--- config.mk ---
export PLATFORM = sky130hd
export DESIGN_NAME = pipeline_hazard_ctrl
export DESIGN_NICKNAME = d
export VERILOG_FILES = /design/src/rtl/pipeline_hazard_ctrl_pkg.sv /design/src/rtl/pipeline_hazard_ctrl_hazard_fwd_unit.sv /design/src/rtl/pipeline_hazard_ctrl.sv
export SDC_FILE = /design/constraint.sdc
export NUM_CORES = 1
export LEC_CHECK = 0
export CAP_MARGIN = 20
export CORE_ASPECT_RATIO = 0.8
export CORE_MARGIN = 2
export CORE_UTILIZATION = 29
export CTS_CLUSTER_DIAMETER = 60
export DETAILED_ROUTE_END_ITERATION = 8
export PLACE_DENSITY = 0.69
export SLEW_MARGIN = 10
export SYNTH_ARGS = -nofsm -noshare
export SYNTH_HDL_FRONTEND = slang
export SYNTH_HIERARCHICAL = 1
export SYNTH_SLANG_ARGS = --single-unit
--- constraint.sdc ---
create_clock -name clk_i -period 2.8 [get_ports clk_i]
set_input_delay 0.7 -clock clk_i [delete_from_list [all_inputs] [get_ports clk_i]]
set_output_delay 0.7 -clock clk_i [all_outputs]
set_load 0.005 [all_outputs]
--- src/rtl/pipeline_hazard_ctrl_pkg.sv ---
// pipeline_hazard_ctrl_pkg
// Shared types and constants for the hazard/stall controller of the 5-stage
// RV32I pipeline: FSM state encoding, EX forwarding select codes, the NOP
// instruction word and the register-match helper used by every hazard check.
// Optional feature macro used by the block: FORWARD_EN.
package pipeline_hazard_ctrl_pkg;

  typedef enum logic {
    ST_RUN      = 1'b0,
    ST_MEM_WAIT = 1'b1
  } state_t;

  localparam logic [1:0] FWD_RF = 2'b00;  // register file value from ID/EX
  localparam logic [1:0] FWD_EM = 2'b01;  // ALU result in EX/MEM
  localparam logic [1:0] FWD_WB = 2'b10;  // writeback value in MEM/WB

  localparam logic [31:0] NOP_INSN = 32'h0000_0013;  // addi x0, x0, 0

  // x0 is hard-wired, so it never matches a producer.
  function automatic logic src_match(input logic [4:0] src,
                                     input logic       we,
                                     input logic [4:0] rd);
    return (src != 5'd0) && we && (rd == src);
  endfunction

endpackage

--- src/rtl/pipeline_hazard_ctrl_hazard_fwd_unit.sv ---
// hazard_fwd_unit
// Purely combinational register-match logic: EX-stage forwarding selects and
// the raw stall request for the ID instruction. Priority against branches and
// memory freezes is resolved by the parent.
// Macro: FORWARD_EN
//   defined   : EM/MW forwarding, stall only on load-use.
//   undefined : no forwarding, stall on any DE/EM producer match.
// Ports:
//   rs1_id_i/rs2_id_i, use_rs1_id_i/use_rs2_id_i : ID sources and read enables
//   rs1_de_i/rs2_de_i                            : EX sources
//   rd_*_i, regwrite_*_i                         : producers per stage
//   mem_read_de_i                                : non-zero = load in EX
//   fwd_a_o/fwd_b_o                              : EX operand selects
//   stall_req_o                                  : ID must wait
import pipeline_hazard_ctrl_pkg::*;

module hazard_fwd_unit (
  input  logic [4:0] rs1_id_i,
  input  logic [4:0] rs2_id_i,
  input  logic       use_rs1_id_i,
  input  logic       use_rs2_id_i,
  input  logic [4:0] rs1_de_i,
  input  logic [4:0] rs2_de_i,
  input  logic [4:0] rd_de_i,
  input  logic [4:0] rd_em_i,
  input  logic [4:0] rd_mw_i,
  input  logic       regwrite_de_i,
  input  logic       regwrite_em_i,
  input  logic       regwrite_mw_i,
  input  logic [1:0] mem_read_de_i,
  output logic [1:0] fwd_a_o,
  output logic [1:0] fwd_b_o,
  output logic       stall_req_o
);

  logic rs1_de_hit, rs2_de_hit;

  assign rs1_de_hit = use_rs1_id_i && src_match(rs1_id_i, regwrite_de_i, rd_de_i);
  assign rs2_de_hit = use_rs2_id_i && src_match(rs2_id_i, regwrite_de_i, rd_de_i);

`ifdef FORWARD_EN
  function automatic logic [1:0] fwd_sel(input logic [4:0] src,
                                         input logic       we_em,
                                         input logic [4:0] rd_em,
                                         input logic       we_mw,
                                         input logic [4:0] rd_mw);
    // EM holds the younger write to the same register, so it wins.
    if (src_match(src, we_em, rd_em))      return FWD_EM;
    else if (src_match(src, we_mw, rd_mw)) return FWD_WB;
    else                                   return FWD_RF;
  endfunction

  assign fwd_a_o = fwd_sel(rs1_de_i, regwrite_em_i, rd_em_i, regwrite_mw_i, rd_mw_i);
  assign fwd_b_o = fwd_sel(rs2_de_i, regwrite_em_i, rd_em_i, regwrite_mw_i, rd_mw_i);

  // Only a load in EX cannot be forwarded in time; everything else is bypassed.
  assign stall_req_o = (mem_read_de_i != 2'b00) && (rs1_de_hit || rs2_de_hit);
`else
  logic rs1_em_hit, rs2_em_hit;
  logic unused_fwd_inputs;

  assign rs1_em_hit = use_rs1_id_i && src_match(rs1_id_i, regwrite_em_i, rd_em_i);
  assign rs2_em_hit = use_rs2_id_i && src_match(rs2_id_i, regwrite_em_i, rd_em_i);

  assign fwd_a_o = FWD_RF;
  assign fwd_b_o = FWD_RF;

  // The register file writes in the first half cycle, so MW never blocks ID.
  assign stall_req_o = rs1_de_hit || rs2_de_hit || rs1_em_hit || rs2_em_hit;

  assign unused_fwd_inputs = ^{rs1_de_i, rs2_de_i, rd_mw_i, regwrite_mw_i, mem_read_de_i};
`endif

endmodule

--- src/rtl/pipeline_hazard_ctrl.sv ---
// pipeline_hazard_ctrl
// Hazard and stall controller for the 5-stage RV32I pipeline. Drives hold,
// bubble and flush enables for the pipeline latches, EX forwarding selects,
// and sequences data-memory wait states with a timeout error flag.
// Macro: FORWARD_EN (see hazard_fwd_unit).
// Parameters: DM_TIMEOUT (max wait cycles), CNT_W (stall counter width).
// Ports:
//   clk_i, rst_n_i                  : clock, async active-low reset
//   ID/EX/MEM/WB register indices, write enables, load flag (see sub-module)
//   br_taken_e_i                    : branch/jump taken in EX
//   dm_req_i, dm_ack_i              : data-memory handshake in MEM
//   stall_f_o, stall_d_o            : hold PC, hold IF/ID
//   flush_d_o, bubble_e_o           : squash IF/ID, zero ID/EX control
//   freeze_o                        : hold every latch
//   fwd_a_o, fwd_b_o                : EX operand selects
//   dm_err_o                        : sticky memory timeout flag
//   stall_cnt_o                     : saturating count of stalled cycles
import pipeline_hazard_ctrl_pkg::*;

module pipeline_hazard_ctrl #(
  parameter int unsigned DM_TIMEOUT = 16,
  parameter int unsigned CNT_W      = 16
) (
  input  logic             clk_i,
  input  logic             rst_n_i,
  input  logic [4:0]       rs1_id_i,
  input  logic [4:0]       rs2_id_i,
  input  logic             use_rs1_id_i,
  input  logic             use_rs2_id_i,
  input  logic [4:0]       rs1_de_i,
  input  logic [4:0]       rs2_de_i,
  input  logic [4:0]       rd_de_i,
  input  logic [4:0]       rd_em_i,
  input  logic [4:0]       rd_mw_i,
  input  logic             regwrite_de_i,
  input  logic             regwrite_em_i,
  input  logic             regwrite_mw_i,
  input  logic [1:0]       mem_read_de_i,
  input  logic             br_taken_e_i,
  input  logic             dm_req_i,
  input  logic             dm_ack_i,
  output logic             stall_f_o,
  output logic             stall_d_o,
  output logic             flush_d_o,
  output logic             bubble_e_o,
  output logic             freeze_o,
  output logic [1:0]       fwd_a_o,
  output logic [1:0]       fwd_b_o,
  output logic             dm_err_o,
  output logic [CNT_W-1:0] stall_cnt_o
);

  localparam int unsigned WAIT_W = $clog2(DM_TIMEOUT + 1);
  // The RUN cycle that first sees the request is wait cycle 1 and the counter
  // is 0 in the first MEM_WAIT cycle, so the counter value in the
  // DM_TIMEOUT-th wait cycle is DM_TIMEOUT-2 (it would step to DM_TIMEOUT-1).
  localparam logic [WAIT_W-1:0] WAIT_LAST = WAIT_W'(DM_TIMEOUT - 2);

  state_t            state_q, state_d;
  logic [WAIT_W-1:0] wait_cnt_q, wait_cnt_d;
  logic [CNT_W-1:0]  stall_cnt_q, stall_cnt_d;
  logic              dm_err_q, dm_err_d;

  logic       mem_stall, timeout_hit, stall_req;
  logic [1:0] fwd_a, fwd_b;

  hazard_fwd_unit u_hazard_fwd (
    .rs1_id_i      (rs1_id_i),
    .rs2_id_i      (rs2_id_i),
    .use_rs1_id_i  (use_rs1_id_i),
    .use_rs2_id_i  (use_rs2_id_i),
    .rs1_de_i      (rs1_de_i),
    .rs2_de_i      (rs2_de_i),
    .rd_de_i       (rd_de_i),
    .rd_em_i       (rd_em_i),
    .rd_mw_i       (rd_mw_i),
    .regwrite_de_i (regwrite_de_i),
    .regwrite_em_i (regwrite_em_i),
    .regwrite_mw_i (regwrite_mw_i),
    .mem_read_de_i (mem_read_de_i),
    .fwd_a_o       (fwd_a),
    .fwd_b_o       (fwd_b),
    .stall_req_o   (stall_req)
  );

  assign mem_stall   = dm_req_i && !dm_ack_i;
  assign timeout_hit = (state_q == ST_MEM_WAIT) && !dm_ack_i && (wait_cnt_q == WAIT_LAST);

  always_comb begin
    state_d    = state_q;
    wait_cnt_d = wait_cnt_q;
    unique case (state_q)
      ST_RUN: begin
        if (mem_stall) begin
          state_d    = ST_MEM_WAIT;
          wait_cnt_d = '0;
        end
      end
      ST_MEM_WAIT: begin
        if (dm_ack_i || timeout_hit) state_d    = ST_RUN;
        else                         wait_cnt_d = wait_cnt_q + 1'b1;
      end
      default: state_d = ST_RUN;
    endcase
  end

  // Outputs are held low while reset is asserted even if the memory side is
  // still requesting, so the pipeline sees a clean idle controller.
  always_comb begin
    stall_f_o  = 1'b0;
    stall_d_o  = 1'b0;
    flush_d_o  = 1'b0;
    bubble_e_o = 1'b0;
    freeze_o   = rst_n_i && mem_stall;
    fwd_a_o    = rst_n_i ? fwd_a : FWD_RF;
    fwd_b_o    = rst_n_i ? fwd_b : FWD_RF;
    if (rst_n_i && !mem_stall) begin
      if (br_taken_e_i) begin
        // ID instruction is squashed, so any load-use stall is moot.
        flush_d_o  = 1'b1;
        bubble_e_o = 1'b1;
      end else if (stall_req) begin
        stall_f_o  = 1'b1;
        stall_d_o  = 1'b1;
        bubble_e_o = 1'b1;
      end
    end
  end

  assign dm_err_d    = dm_err_q || timeout_hit;
  assign dm_err_o    = dm_err_q || (rst_n_i && timeout_hit);
  assign stall_cnt_o = stall_cnt_q;

  always_comb begin
    stall_cnt_d = stall_cnt_q;
    if ((freeze_o || stall_d_o) && (stall_cnt_q != {CNT_W{1'b1}}))
      stall_cnt_d = stall_cnt_q + 1'b1;
  end

  always_ff @(posedge clk_i or negedge rst_n_i) begin
    if (!rst_n_i) begin
      state_q     <= ST_RUN;
      wait_cnt_q  <= '0;
      stall_cnt_q <= '0;
      dm_err_q    <= 1'b0;
    end else begin
      state_q     <= state_d;
      wait_cnt_q  <= wait_cnt_d;
      stall_cnt_q <= stall_cnt_d;
      dm_err_q    <= dm_err_d;
    end
  end

endmodule

==> impl_metrics.toml <==
[global_routing]
grt_pass1_vias = 1363
grt_usage_pct = 13.5
antenna_found_initial = 0
grt_pass1_wl_mm = 6.53
grt_max_degree = 22
grt.overflow.total = 0

[place]
portBuffers = 50
pre_cts_ws_ps = -726
dp_hpwl_mm = 3.17
routabilityCongestion = 0.865

[clocking]
cts_buffers = 3
cts.sinks = 23
cts-hold-fix-buffers = 0
cts.path.max_buffers = 2
cts_tree = "built"
clkTransAtPathRegs_ps = 90
clock_latency_ps = 260
htreeDepth = 1
root_buffer = "clkbuf_8"

[floorplan]
dieArea_sq_um = 6110
die_h_um = 70.3
chipWidth_um = 86.9
io_pins = 73
core_area_sq_um = 5380
start_util_pct = 29.7
std_cell_rows = 24

[yosys]
yosys_most_used_dff = "dfrtp_1"
yosys-top-cells-area = "dfrtp_1, xor2_1, xnor2_1"
synth-compound-area-share_pct = 11.5
yosysMostFrequentCell = "xor2_1"
synth_top_family_by_area = "simple AND/OR/NAND/NOR gates"
synth.yosys.warnings = 6
yosys.area_share.xor_xnor_pct = 19.8
synth_cell_types = 45
synth_top_area_cell = "dfrtp_1"
synthMuxAreaShare_pct = 1.41
synth_edf_count = 0
ys_seq_elements = 23
synth_top_area_share_pct = 36.1
avgSynthCellArea_sq_um = 10.2
syn_inst = 157
ys_seq_area_share_pct = 36.1
syn_area_sq_um = 1590
synthTopCellsByCount = "xor2_1, dfrtp_1, nand3_1, xnor2_1"
synth_fa_ha_area_share_pct = 2.35
synthArstFlopShare_pct = 100
synthSimpleGateAreaFrac_pct = 24.7

[setup_path]
endpoint_kind = "output pin"
cp-endpoint = "stall_f_o"
r2r-end = "stall_cnt_o[1]$_DFFE_PN0P_"
critPathLaunch = "rs2_id_i[1]"
regToRegStartpoint = "stall_cnt_o[0]$_DFFE_PN0P_"
cp.arrival_ps = 2070
path_class = "primary input to output pin"
required_ps = 2100
critPathLaunchType = "primary input"
r2r_cells = 5
reg2reg_slack_ps = 1020
cp_max_fo = 3

[finish]
multi_input_comb_area_sq_um = 1040
synthToLayoutAreaGrowth_pct = 46.2
final_nets = 278
regArea_sq_um = 576
n_antenna_cell = 0
layout-drive-gt1-share_pct = 30.4
fin_util_pct = 43.4
fillers = 516

[timing]
maxSlewViolCount = 0
min_period_ps = 2770
finalSetupViolCount = 0
max_clock_freq_mhz = 362
skew_ps = 8.05
hold_violations = 0
rsz0062_at_grt = "yes"
fin_crit_sh_pct = 98.8
setup_ws_ps = 33.9

[power]
vdd_drop_max_v = 0.000164
cellPowerDensity_nw_per_um2 = 402
leakagePower_nw = 1.05

[min_path]
hold_class = "flip-flop to flip-flop"

[drt]
ant_nets = 0
drc_errors = 0
drt_iter0_drc = 47
vias = 1421
firstDrtPassIters = 4
via_per_inst = 4.87
wl_per_cell_um = 14.1
drt_wl_total_mm = 4.10

[flow_run]
max-cap-violations = 0

[outcome]
outcome = "finished clean"
[state kept, by name (all words and copies together) (netlist names)]
| name | count |
|---|---|
| dm_err_q | 1 |
| wait_cnt_q | 5 |
| state_q | 1 |
| stall_cnt_o | 16 |
[critical path, cell delays in order]
cell and delay (ps):
buf_8 110, or4_4 530, o21ai_2 150, o22ai_2 110, and2b_1 170, and3_1 180, buf_2 120
[routing by layer]
layer	global-route usage, %	share of wire, %
met4	2.43	1.9
met3	3.90	3.8
met2	20.4	49
met5	0	0
met1	19.2	46
[worst min-delay path by stage]
| stage | from | to | depth (start not counted) |
|---|---|---|---|
| after floorplan | rst_n_i | dm_err_q$_DFF_PN0_ | 0 |
| after global placement | wait_cnt_q[4]$_DFFE_PN0P_ | wait_cnt_q[4]$_DFFE_PN0P_ | 1 |
| after detailed placement | wait_cnt_q[4]$_DFFE_PN0P_ | wait_cnt_q[4]$_DFFE_PN0P_ | 1 |
| after CTS | wait_cnt_q[4]$_DFFE_PN0P_ | wait_cnt_q[4]$_DFFE_PN0P_ | 1 |
| after global routing | wait_cnt_q[4]$_DFFE_PN0P_ | wait_cnt_q[4]$_DFFE_PN0P_ | 1 |
| final | wait_cnt_q[4]$_DFFE_PN0P_ | wait_cnt_q[4]$_DFFE_PN0P_ | 1 |
[power by group]
group | internal [mW] | switching (mW)
logic | 0.168 | 0.119
clock network | 0.0993 | 0.106
registers | 0.380 | 0.0646
total | 0.647 | 0.290
[kinds of logic after synthesis]
kind of cell | Yosys count
AND/OR/NAND/NOR | 59
XOR/XNOR | 36
flip-flops | 23
AO/OA/AOI/OAI | 22
buffers and inverters | 11
adder cells (fa/ha/maj) | 3
multiplexers | 2
other | 1
[metrics by stage]
| stage | hold slack (ps) | total power [mW] | setup TNS, ps | std cells | instance area [sq um] |
|---|---|---|---|---|---|
| floorplan | 404 | 0.556 | 0 | 160 | 1610 |
| global placement | 473 | 0.729 | -6250 | 285 | 2260 |
| detailed placement | 474 | 0.738 | -5960 | 285 | 2260 |
| CTS | 493 | 0.938 | 0 | 291 | 2290 |
| global route | 533 | 1.01 | -49.4 | 292 | 2330 |
| finish | 498 | 0.937 | 0 | 292 | 2330 |
[cells in the final DEF (no fill, tap or decap), types with 2 or more instances in the layout]
cell type	synthesis	layout
or4_4	0	2
ha_1	3	3
inv_1	5	5
xnor2_1	8	8
a211oi_1	4	4
nor4_2	3	5
nand2_1	7	7
clkbuf_2	0	8
dlygate4sd2_1	0	2
clkbuf_8	0	3
xor2_2	0	3
clkdlybuf4s15_1	0	2
buf_6	0	3
clkdlybuf4s50_1	0	26
o21ai_2	1	2
conb_1	1	4
nor3_1	4	4
and3_1	3	3
xor2_1	28	25
buf_2	1	8
nor2_1	5	5
buf_4	5	19
o21ai_0	4	4
and2_1	7	7
nand2b_1	3	3
nor4_1	5	3
dfrtp_1	23	23
nand3_1	9	9
[repair_timing]
| item | CTS | global route |
|---|---|---|
| resized for setup | 73 | 27 |
| pin swaps | 13 | 12 |
| setup buffers | 2 | 1 |
| endpoints found under the setup margin | 5 | 4 |
[area by class of cell]
type	count	area share, %
clock buffers	3	1.77
clock inverters	1	0.215
inverters	5	0.805
multi-input cells	126	44.6
flip-flops and latches	23	24.7
well taps	65	3.49
repair buffers	69	24.4
Note: power is estimated with default switching activity, not from simulation.
